--- config.mk ---
export PLATFORM = sky130hd
export DESIGN_NAME = sel_mul_pipe
export DESIGN_NICKNAME = d
export VERILOG_FILES = /design/src/rtl/sel_mul_pkg.sv /design/src/rtl/sel_mux_n.sv /design/src/rtl/sel_mul_pipe.sv
export SDC_FILE = /design/constraint.sdc
export NUM_CORES = 1
export LEC_CHECK = 0
export CAP_MARGIN = 20
export CORE_MARGIN = 10
export CORE_UTILIZATION = 50
export DETAILED_ROUTE_END_ITERATION = 6
export HOLD_SLACK_MARGIN = 0.02
export MAX_ROUTING_LAYER = met4
export PLACE_DENSITY = 0.88
export SYNTH_ARGS = -nofsm -noshare
export SYNTH_HDL_FRONTEND = slang
export SYNTH_HIERARCHICAL = 1
export SYNTH_SLANG_ARGS = --single-unit
--- constraint.sdc ---
create_clock -name clk -period 6.9 [get_ports clk]
set_clock_uncertainty 0.15 [all_clocks]
set_input_delay 2.07 -clock clk [delete_from_list [all_inputs] [get_ports clk]]
set_output_delay 2.07 -clock clk [all_outputs]
set_load 0.01 [all_outputs]
--- src/rtl/sel_mul_pkg.sv ---
// Shared width helpers and product extension for the selector/multiplier datapath.
// Widths are computed here so the top and the selector agree on SEL_W.
package sel_mul_pkg;

    function automatic int clog2_f(input int n);
        int r;
        r = 0;
        for (int i = 0; i < 31; i++) begin
            if ((1 << i) < n) r = i + 1;
        end
        return r;
    endfunction

    function automatic int sel_w_f(input int num_ch);
        return clog2_f(num_ch);
    endfunction

    function automatic int prod_w_f(input int data_w);
        return 2 * data_w;
    endfunction

    function automatic int res_w_f(input int data_w, input int guard);
        return 2 * data_w + guard;
    endfunction

    // Sign- or zero-extends the low prod_w bits of p to 64 bits.
    function automatic logic [63:0] ext_prod(input logic [63:0] p, input int prod_w, input bit sgn);
        logic [63:0] r;
        r = p;
        for (int i = 0; i < 64; i++) begin
            if (i >= prod_w) r[i] = sgn ? p[prod_w-1] : 1'b0;
        end
        return r;
    endfunction

endpackage

--- src/rtl/sel_mux_n.sv ---
// NUM_CH:1 operand selector; an index with no matching channel yields zero.
// Latency: combinational. Backpressure: none (pure function of bus and sel).
// Handshake is owned by the instantiating pipeline.
import sel_mul_pkg::*;

module sel_mux_n #(
    parameter int DATA_W = 8,
    parameter int NUM_CH = 8,
    localparam int SEL_W = sel_w_f(NUM_CH)
) (
    input  logic [NUM_CH*DATA_W-1:0] bus,
    input  logic [SEL_W-1:0]         sel,
    output logic [DATA_W-1:0]        dat
);

    always_comb begin
        dat = '0;
        for (int k = 0; k < NUM_CH; k++) begin
            if (sel == SEL_W'(k)) dat = bus[k*DATA_W +: DATA_W];
        end
    end

endmodule

--- src/rtl/sel_mul_pipe.sv ---
// Two-channel-select multiplier (optional MAC when SEL_MUL_ACCUM_EN is defined), 2-stage valid/ready pipe.
// Latency: accept at cycle N -> out_valid at N+2; throughput 1/cycle.
// Backpressure: in_ready = !out_valid || out_ready; a stalled output freezes both stages.
import sel_mul_pkg::*;

module sel_mul_pipe #(
    parameter int DATA_W    = 8,
    parameter int NUM_CH    = 8,
    parameter int SIGNED    = 0,
    parameter int ACC_GUARD = 4,
    localparam int SEL_W    = sel_w_f(NUM_CH),
    localparam int PROD_W   = prod_w_f(DATA_W),
    localparam int RES_W    = res_w_f(DATA_W, ACC_GUARD)
) (
    input  logic                     clk,
    input  logic                     rst,
    input  logic [NUM_CH*DATA_W-1:0] a_bus,
    input  logic [NUM_CH*DATA_W-1:0] b_bus,
    input  logic [SEL_W-1:0]         sel_a,
    input  logic [SEL_W-1:0]         sel_b,
    input  logic                     acc_clr,
    input  logic                     in_valid,
    output logic                     in_ready,
    output logic                     out_valid,
    input  logic                     out_ready,
    output logic [RES_W-1:0]         result
);

    logic              advance;
    logic [DATA_W-1:0] mux_a, mux_b;
    logic [DATA_W-1:0] s1_a, s1_b;
    logic              s1_valid;
    logic [PROD_W-1:0] op_a_x, op_b_x, prod;
    logic [RES_W-1:0]  res_ext, s2_next;

    assign advance  = !out_valid || out_ready;
    assign in_ready = advance;

    sel_mux_n #(.DATA_W(DATA_W), .NUM_CH(NUM_CH)) u_mux_a (.bus(a_bus), .sel(sel_a), .dat(mux_a));
    sel_mux_n #(.DATA_W(DATA_W), .NUM_CH(NUM_CH)) u_mux_b (.bus(b_bus), .sel(sel_b), .dat(mux_b));

    // Low PROD_W bits of a full-width product are identical for signed and unsigned once extended.
    always_comb begin
        if (SIGNED != 0) begin
            op_a_x = {{DATA_W{s1_a[DATA_W-1]}}, s1_a};
            op_b_x = {{DATA_W{s1_b[DATA_W-1]}}, s1_b};
        end else begin
            op_a_x = {{DATA_W{1'b0}}, s1_a};
            op_b_x = {{DATA_W{1'b0}}, s1_b};
        end
        prod = op_a_x * op_b_x;
    end

    assign res_ext = RES_W'(ext_prod(64'(prod), PROD_W, SIGNED != 0));

`ifdef SEL_MUL_ACCUM_EN
    logic s1_clr;

    always_ff @(posedge clk) begin
        if (rst)                       s1_clr <= 1'b0;
        else if (advance && in_valid)  s1_clr <= acc_clr;
    end

    // result doubles as the accumulator: it only changes on valid S2 loads.
    assign s2_next = (s1_clr ? '0 : result) + res_ext;
`else
    logic unused_clr;
    assign unused_clr = acc_clr;
    assign s2_next    = res_ext;
`endif

    always_ff @(posedge clk) begin
        if (rst) begin
            s1_valid  <= 1'b0;
            s1_a      <= '0;
            s1_b      <= '0;
            out_valid <= 1'b0;
            result    <= '0;
        end else if (advance) begin
            s1_valid <= in_valid;
            if (in_valid) begin
                s1_a <= mux_a;
                s1_b <= mux_b;
            end
            out_valid <= s1_valid;
            if (s1_valid) result <= s2_next;
        end
    end

endmodule

### Word level (Yosys, flattened, before mapping)

Index checks and enable logic that the tools add are counted.

* register bits after elaboration: 34
* output and inout bits: 22

* multiply operators: 1
* equality and inequality tests: 14
* multiplexer cells: 16
* reductions and logical operators: 6

Operators by type and width (number)
* $mux W8: 16
* $eq A3 B3 Y1 const B: 8
* $mul A8 B8 Y16: 1
* $eq A3 B2 Y1 const B: 4
* $eq A3 B1 Y1 const B: 2
* $logic_not A3 Y1: 2
* $reduce_and A2 Y1: 2
* $logic_not A1 Y1: 1
* $logic_or A1 B1 Y1: 1

### Logic depth before layout (Yosys ltp)

Gate-level depths: netlist of the first run.

* depth after elaboration: 9
* gate-level depth with buffers: 16
* depth with buffers taken out: 15

### Hierarchy

The synthesis of the first run kept the hierarchy.

By module, submodules not included
* sel_mul_pipe: instances 1, cells an instance 400, area each 3330.7 um^2
* sel_mux_n: instances 2, cells an instance 29, area each 550.5 um^2

### Worst setup path after synthesis of the first run

Ideal clock, no wire load.

* kind: input port to output port
* from: in out_ready
* to: out in_ready
* data arrival time: 2.311 ns
* data required time: 4.680 ns
* setup slack: 2.369 ns
* stages on the path: 2
* cells stage by stage: nor2b_2 -> inv_1

* longest elaborated chain between the ends: 1

Ends and longest elaborated chain
* start, declared: RTL line sel_mul_pipe.sv:25 `input logic out_ready,`
* $logic_or A1 B1 Y1: RTL line sel_mul_pipe.sv:36 `assign advance = !out_valid || out_ready;`
* end, declared: RTL line sel_mul_pipe.sv:23 `output logic in_ready,`

Every way passes these cells.

### Worst setup path in the final report of the first run

Same ends and word-level chain as after synthesis.

==> results.json, run 1 <==
{
  "status": "complete, no violations",
  "cts_setup_buffers": 0,
  "hold_buffers": 0,
  "vias_per_cell": 5.64,
  "htree_levels": 2,
  "place_ws_ns": 1.40,
  "worstPathMaxFanout": 5,
  "hold_class": "reg -> reg",
  "dieArea_um2": 13000,
  "cts_sinks": 34,
  "die_x_um": 114,
  "antenna_found_initial": 0,
  "synth_edf_count": 0,
  "dpl.hpwl_um": 10900,
  "cp.required_ns": 4.68,
  "setup.worst_path.class": "in -> out",
  "cp-end-kind": "output pin",
  "fin_ws_ns": 1.40,
  "ant_nets": 0,
  "slowest_stage": "clkdlybuf4s50_1",
  "n_antenna_cell": 0,
  "arrival_ns": 3.28,
  "gp_congestion": 0.867,
  "grt_overflow": 0,
  "grt_max_degree": 33,
  "ys_types": 53,
  "busiest_layer": "met2",
  "drive_above_1_share_pct": 4.84,
  "vdd_drop_max_v": 0.0000505,
  "multi_input_area_um2": 3400,
  "cts_tree": "yes",
  "p_leak_nw": 2.73,
  "fill_cells": 656,
  "port_buffers": 155,
  "yosys_warnings": 6,
  "drv_cap": 0,
  "setup_viol": 0,
  "ys_dominant_reg_cell": "dfxtp_1",
  "fin_nets": 809,
  "dr.pass1.iters": 5,
  "grtUsageTotal_pct": 20.6,
  "synth-seq-area-share_pct": 15.4,
  "initial_core_util_pct": 51.1,
  "synth_top_area_share_pct": 17.8,
  "crit_path_cell_trace": "clkdlybuf4s50_1 -> nor2b_2 -> inv_1 -> clkdlybuf4s50_1",
  "rsz0062_at_grt": "no",
  "wirelength_um": 12800,
  "met2_usage_pct": 39.0,
  "hold_viol_final": 0,
  "syn_avg_cell_area_um2": 9.68,
  "syn_area_um2": 4430,
  "gr-usage-met3_pct": 3.93,
  "route.detailed.drc": 0,
  "ioPinCount": 161,
  "die_h_um": 114,
  "clk_pin_slew_worst_paths_ns": 0.07,
  "synth_area_leaders": "mux4_1 (18%), fa_1 (16%), dfxtp_1 (15%), ha_1 (10%), and2_1 (6.5%)",
  "clock_path_buffers": 2,
  "yosysTopAreaCell": "mux4_1",
  "hold_depth": 2,
  "grt_pass1_vias": 4384,
  "syn2layout_area_growth_pct": 37.0,
  "r2r_cells": 13,
  "fmax_ghz": 0.182,
  "startpoint_type": "input pin",
  "powerDensity_nw_per_um2": 102,
  "max_stage_delay_ns": 0.56,
  "ys_async_sr_fraction_pct": 0,
  "max_slew_margin_pct": 40.2,
  "finalCriticalPeriod_ns": 5.50,
  "clk_latency_ns": 0.29,
  "ys_ff_latch": 34,
  "synth_cells": 458,
  "grt_use_met1_pct": 21.6,
  "worstMarginPinSlew_ns": 0.894,
  "cts_resized": 0,
  "drt_iter0_markers": 207,
  "slew_violations": 0,
  "root_buffer": "clkbuf_8",
  "period_share_pct": 79.7,
  "grt_pass1_wl_um": 21200,
  "crit_top_cell": "clkdlybuf4s50_1",
  "routed-via-count": 3986,
  "tns_ns": 0,
  "wl_per_cell_um": 18.0,
  "coreArea_um2": 8680,
  "cts_buffers": 5,
  "rows": 34,
  "regArea_um2": 681
}
==> area by class of cell <==
| type | instances | share of cell area (%) |
|---|---|---|
| clock buffers | 7 | 1.42 |
| clock inverters | 1 | 0.0824 |
| multi-input cells | 349 | 56.0 |
| repair buffers | 156 | 25.8 |
| inverters | 52 | 3.22 |
| well taps | 108 | 2.23 |
| flip-flops and latches | 34 | 11.2 |
==> cell usage after synthesis, drive strengths merged (2+ instances only) <==
master / count
a211o: 3
a211oi: 4
a21o: 3
a21oi: 32
and2: 46
buf: 13
clkbuf: 13
dfxtp: 34
fa: 36
ha: 36
inv: 52
mux2: 16
mux4: 32
nand2: 73
nand3: 6
nor2: 13
nor2b: 3
nor3: 3
o211ai: 3
o21a: 2
o21ai: 8
o21bai: 2
o31a: 2
or2: 2
or3: 3
==> sequential cells by signal (all words and copies together) (netlist names) <==
signal and cells:
out_valid 1, result 16, s1_a 8, s1_b 8
s1_valid 1
==> path summary, 6_finish.rpt <==
path           endpoint  slack (ns)      start
max            in_ready        1.40  out_ready
min           result[9]        0.30  result[9]
max reg2reg  result[15]        2.37    s1_b[6]
min reg2reg   result[9]        0.30  result[9]
==> metal layers <==
metal | share of wire, % | up-vias
met5 | 0 | -
met1 | 36 | 1946
met4 | 1.5 | 0
li1 | - | 1874
met2 | 56 | 150
met3 | 6.1 | 16
==> worst max-delay path: cells and delay by family <==
family        cells  cell delay [ns]
simple gates      1             0.05
buf+inv           3             1.15
==> placed cells by master, fill, tap and decap left out, drive strengths merged, types with 4 or more instances in the layout <==
cell type      instances
ha                    36
clkdlybuf4s50        155
nor2                  13
conb                   4
clkbuf                 7
inv                   52
a211oi                 4
a21oi                 32
mux2                  16
nand2                 73
fa                    36
o21ai                  8
dfxtp                 34
nand3                  6
and2                  46
mux4                  32
==> kinds of logic after synthesis <==
family                     Yosys count  synth area share, %
muxes                               49                 23.1
and+or+nand+nor                    153                 16.7
AOI/OAI and AO/OA                   69                 9.85
other                                1               0.0846
adders and majority gates           72                 26.4
buffers and inverters               78                 8.13
DFF                                 34                 15.4
xor gates and xnor gates             2                0.395
==> power by group <==
| group | internal [W] | switching [W] | total [W] |
|---|---|---|---|
| combinational | 0.000146 | 0.0000864 | 0.000232 |
| clock | 0.0000805 | 0.0000754 | 0.000156 |
| sequential | 0.000207 | 0.0000208 | 0.000228 |
==> stage by stage <==
step                      cell area (µm²)  util [%]  hold WS, ns  instances  power, W
final                                6070      70.0        0.302        707  0.000617
after global placement               5960      68.7        0.293        698  0.000454
after CTS                            6060      69.8        0.306        706  0.000619
after detailed placement             5960      68.7        0.293        698  0.000463
after floorplan                      4440         -        0.310        461  0.000354
after global routing                 6070      70.0        0.337        707  0.000655
Note: power is estimated with default switching activity, not from simulation.
==> run 2: changes to the inputs <==
- CORE_UTILIZATION: 50 -> 42
- PLACE_DENSITY: 0.88 -> 0.79
- clock period: 6.9 -> 4.8 ns (I/O delays scaled with it)
==> results.json, run 2 (synthesis gave the netlist of run 1 again) <==
{
  "period_share_pct": 93.7,
  "n_antenna_cell": 0,
  "cts_setup_buffers": 0,
  "worstMarginPinSlew_ns": 0.836,
  "grt_pass1_vias": 4341,
  "clock_path_buffers": 2,
  "regMostFlops": "result",
  "grt_pass1_wl_um": 20600,
  "cts_sinks": 34,
  "die_h_um": 123,
  "tns_ns": 0,
  "route.detailed.drc": 0,
  "place_ws_ns": 0.324,
  "clk_latency_ns": 0.30,
  "vias_per_cell": 5.25,
  "largest_reg_flops": 16,
  "grt_overflow": 0,
  "setup.worst_path.class": "reg -> reg",
  "antenna_found_initial": 0,
  "setup_viol": 0,
  "dpl.hpwl_um": 10700,
  "cts_buffers": 5,
  "dr.pass1.iters": 4,
  "hold_buffers": 0,
  "routed-via-count": 3882,
  "gp_congestion": 0.869,
  "crit_top_cell": "fa_1",
  "root_buffer": "clkbuf_8",
  "coreArea_um2": 10300,
  "dieArea_um2": 15100,
  "grtUsageTotal_pct": 17.5,
  "rsz0062_at_grt": "no",
  "clk_pin_slew_worst_paths_ns": 0.08,
  "fin_ws_ns": 0.304,
  "fin_nets": 814,
  "slowest_stage": "fa_1",
  "ant_nets": 0,
  "hold_class": "reg -> reg",
  "max_slew_margin_pct": 44.1,
  "syn2layout_area_growth_pct": 38.8,
  "worstPathMaxFanout": 9,
  "rows": 37,
  "place_inst": 732,
  "finalCriticalPeriod_ns": 4.50,
  "powerDensity_nw_per_um2": 151,
  "cp-end-kind": "flop",
  "startpoint_type": "flop",
  "htree_levels": 2,
  "max_stage_delay_ns": 0.55,
  "hold_viol_final": 0,
  "holdWs_ns": 0.303,
  "arrival_ns": 4.54,
  "cp.required_ns": 4.84,
  "initial_core_util_pct": 42.9,
  "final_cells": 740,
  "grt_max_degree": 33,
  "cts_tree": "yes",
  "die_x_um": 123,
  "crit_path_cell_trace": "nand2_1 -> fa_1 -> fa_1 -> inv_1 -> fa_1 -> inv_1 -> fa_1 -> inv_1 -> ha_1 -> o211a_1 -> o31a_1 -> o211ai_1 -> and4_1 -> a221o_1",
  "wl_per_cell_um": 16.6,
  "port_buffers": 155,
  "wirelength_um": 12300,
  "drive_above_1_share_pct": 5.46,
  "p_leak_nw": 2.76,
  "cts_resized": 0,
  "status": "complete, no violations",
  "drt_iter0_markers": 161,
  "largestRegisters": "result x16, s1_a x8, s1_b x8",
  "slew_violations": 0,
  "fin_util_pct": 59.6,
  "final_cell_mix": "clkdlybuf4s50_1 (155), nand2_1 (73), inv_1 (51), and2_1 (46)",
  "layout_commonest_cell": "clkdlybuf4s50_1",
  "drv_cap": 0,
  "ioPinCount": 161,
  "fmax_ghz": 0.222,
  "vdd_drop_max_v": 0.0000989
}
-- run 2: layer usage --
metal	up-vias	GRT usage [%]	routed length [µm]
met2	103	33.3	6850
met3	10	3.63	586
met5	-	-	0
li1	1882	-	-
met4	0	3.09	101
met1	1887	18.3	4780
-- run 2: critical path, delay by kind of cell (launching register included) --
kind / cells / cell delay [ns]
compound gates: 4 / 0.75
fa+ha+maj: 5 / 2.46
buf+inv: 3 / 0.16
flops: 1 / 0.51
simple gates: 2 / 0.37
-- run 2: through the flow --
step / area [µm²] / total power [W]
global placement: 6040 / 0.000660
floorplan: 4440 / 0.000509
CTS: 6150 / 0.000937
detailed placement: 6040 / 0.000669
global route: 6150 / 0.000986
finish: 6150 / 0.000929
-- run 2: layout make-up --
class,count,area [µm²]
sequential,34,681
tap,136,170
timing repair buffer,161,1600
clock inverter,1,30.0
clock buffer,7,76.3
multi-input combinational,349,3400
inverter,52,195
fill,877,4170
-- run 2: final timing paths --
path | start | slack [ns] | end | depth (start not counted)
worst max-delay path | s1_a[1] | 0.30 | result[11] | 14
worst min-delay path | result[6] | 0.30 | result[6] | 2
worst max register to register | s1_a[1] | 0.30 | result[11] | 14
worst min register to register | result[6] | 0.30 | result[6] | 2
-- run 2: where the power goes --
part / leakage (nW) / switching (W) / total (W) / internal, W
clock network: 0.0524 / 0.000112 / 0.000268 / 0.000155
logic: 2.43 / 0.000125 / 0.000338 / 0.000213
registers: 0.278 / 0.0000251 / 0.000323 / 0.000298
total: 2.76 / 0.000263 / 0.000929 / 0.000666
==> run 3: changes to the inputs <==
- CTS_BUF_LIST: default -> sky130_fd_sc_hd__clkbuf_16
==> results.json, run 3 (synthesis gave the netlist of run 1 again) <==
{
  "root_buffer": "clkbuf_16",
  "rows": 37,
  "ioPinCount": 161,
  "vias_per_cell": 5.25,
  "startpoint_type": "flop",
  "worstPathMaxFanout": 9,
  "fmax_ghz": 0.221,
  "die_x_um": 123,
  "tns_ns": 0,
  "cts_tree": "yes",
  "grt_pass1_wl_um": 20700,
  "initial_core_util_pct": 42.9,
  "cts_sinks": 34,
  "grtUsageTotal_pct": 17.8,
  "grt_overflow": 0,
  "grt_max_degree": 33,
  "cp-end-kind": "flop",
  "status": "complete, no violations",
  "finalCriticalPeriod_ns": 4.53,
  "largestRegisters": "result x16, s1_a x8, s1_b x8",
  "wl_per_cell_um": 16.8,
  "drv_cap": 0,
  "hold_viol_final": 0,
  "wirelength_um": 12400,
  "final_cell_mix": "clkdlybuf4s50_1 (155), nand2_1 (73), inv_1 (53), and2_1 (46)",
  "fin_nets": 814,
  "htree_levels": 2,
  "power_w": 0.00103,
  "fill_cells": 871,
  "max_slew_margin_pct": 44.2,
  "syn2layout_area_growth_pct": 40.1,
  "regMostFlops": "result",
  "antenna_found_initial": 0,
  "cts_resized": 0,
  "p_leak_nw": 2.79,
  "drt_iter0_markers": 159,
  "cp.required_ns": 4.83,
  "drive_above_1_share_pct": 5.46,
  "worstMarginPinSlew_ns": 0.834,
  "vdd_drop_max_v": 0.000124,
  "dieArea_um2": 15100,
  "clk_latency_ns": 0.29,
  "setup_viol": 0,
  "hold_buffers": 0,
  "coreArea_um2": 10300,
  "ant_nets": 0,
  "grt_pass1_vias": 4335,
  "rsz0062_at_grt": "no",
  "cts_setup_buffers": 0,
  "largest_reg_flops": 16,
  "dpl.hpwl_um": 10700,
  "hold_class": "reg -> reg",
  "clk_pin_slew_worst_paths_ns": 0.06,
  "arrival_ns": 4.56,
  "dr.pass1.iters": 4,
  "port_buffers": 155,
  "slew_violations": 0,
  "routed-via-count": 3888,
  "route.detailed.drc": 0,
  "period_share_pct": 94.3,
  "gp_congestion": 0.869,
  "n_antenna_cell": 0,
  "setup.worst_path.class": "reg -> reg",
  "place_ws_ns": 0.324,
  "clock_path_buffers": 2,
  "powerDensity_nw_per_um2": 166,
  "fin_ws_ns": 0.272,
  "layout_commonest_cell": "clkdlybuf4s50_1",
  "cts_buffers": 5,
  "die_h_um": 123
}
-- run 3: changes by cell type in the layout (fill, tap and decap cells not counted) --
cell,delta
inv_1,+2
clkbuf_16,+5
clkbuf_1,-2
clkbuf_8,-5
-- run 3: worst paths after layout --
check                             endpoint  cells after the start  slack [ns]  startpoint
worst min-delay path             result[6]                      2        0.30   result[6]
worst min register to register   result[6]                      2        0.30   result[6]
worst max register to register  result[11]                     15        0.27     s1_a[3]
worst max-delay path            result[11]                     15        0.27     s1_a[3]
-- run 3: final cells by class --
class / count / area (µm²) / area share (%)
clock buffer: 5 / 125 / 2.02
clock inverter: 3 / 37.5 / 0.605
inverter: 52 / 195 / 3.14
multi-input combinational: 349 / 3400 / 54.8
sequential: 34 / 681 / 11.0
tap: 136 / 170 / 2.74
timing repair buffer: 161 / 1600 / 25.7
-- run 3: critical path, cell delays in order (launching register included) --
cell      delay (ns)
dfxtp_1         0.40
and2_1          0.23
fa_1            0.55
inv_1           0.05
fa_1            0.48
inv_1           0.06
fa_1            0.53
inv_1           0.06
fa_1            0.53
inv_1           0.04
ha_1            0.35
o211a_1         0.19
o31a_1          0.18
o211ai_1        0.14
and4_1          0.23
a221o_1         0.26
-- run 3: per-layer routing --
layer,global-route usage [%],routed length (µm),vias up
met5,-,0,-
met4,2.65,72,0
met3,4.41,674,6
met2,33.7,6940,115
met1,18.4,4720,1885
li1,-,-,1882
-- run 3: where the power goes --
group,switching [W],leakage (nW),internal [W]
clock network,0.000126,0.0864,0.000241
logic,0.000126,2.43,0.000213
registers,0.0000251,0.278,0.000299
-- run 3: through the flow --
stage          util [%]  cells  area, µm²  hold WS, ns
2_1_floorplan         -    461       4440        0.310
3_3_place_gp       58.6    732       6040        0.294
3_5_place_dp       58.6    732       6040        0.298
4_1_cts            60.1    740       6210        0.305
5_1_grt            60.1    740       6210        0.325
6_report           60.1    740       6210        0.301
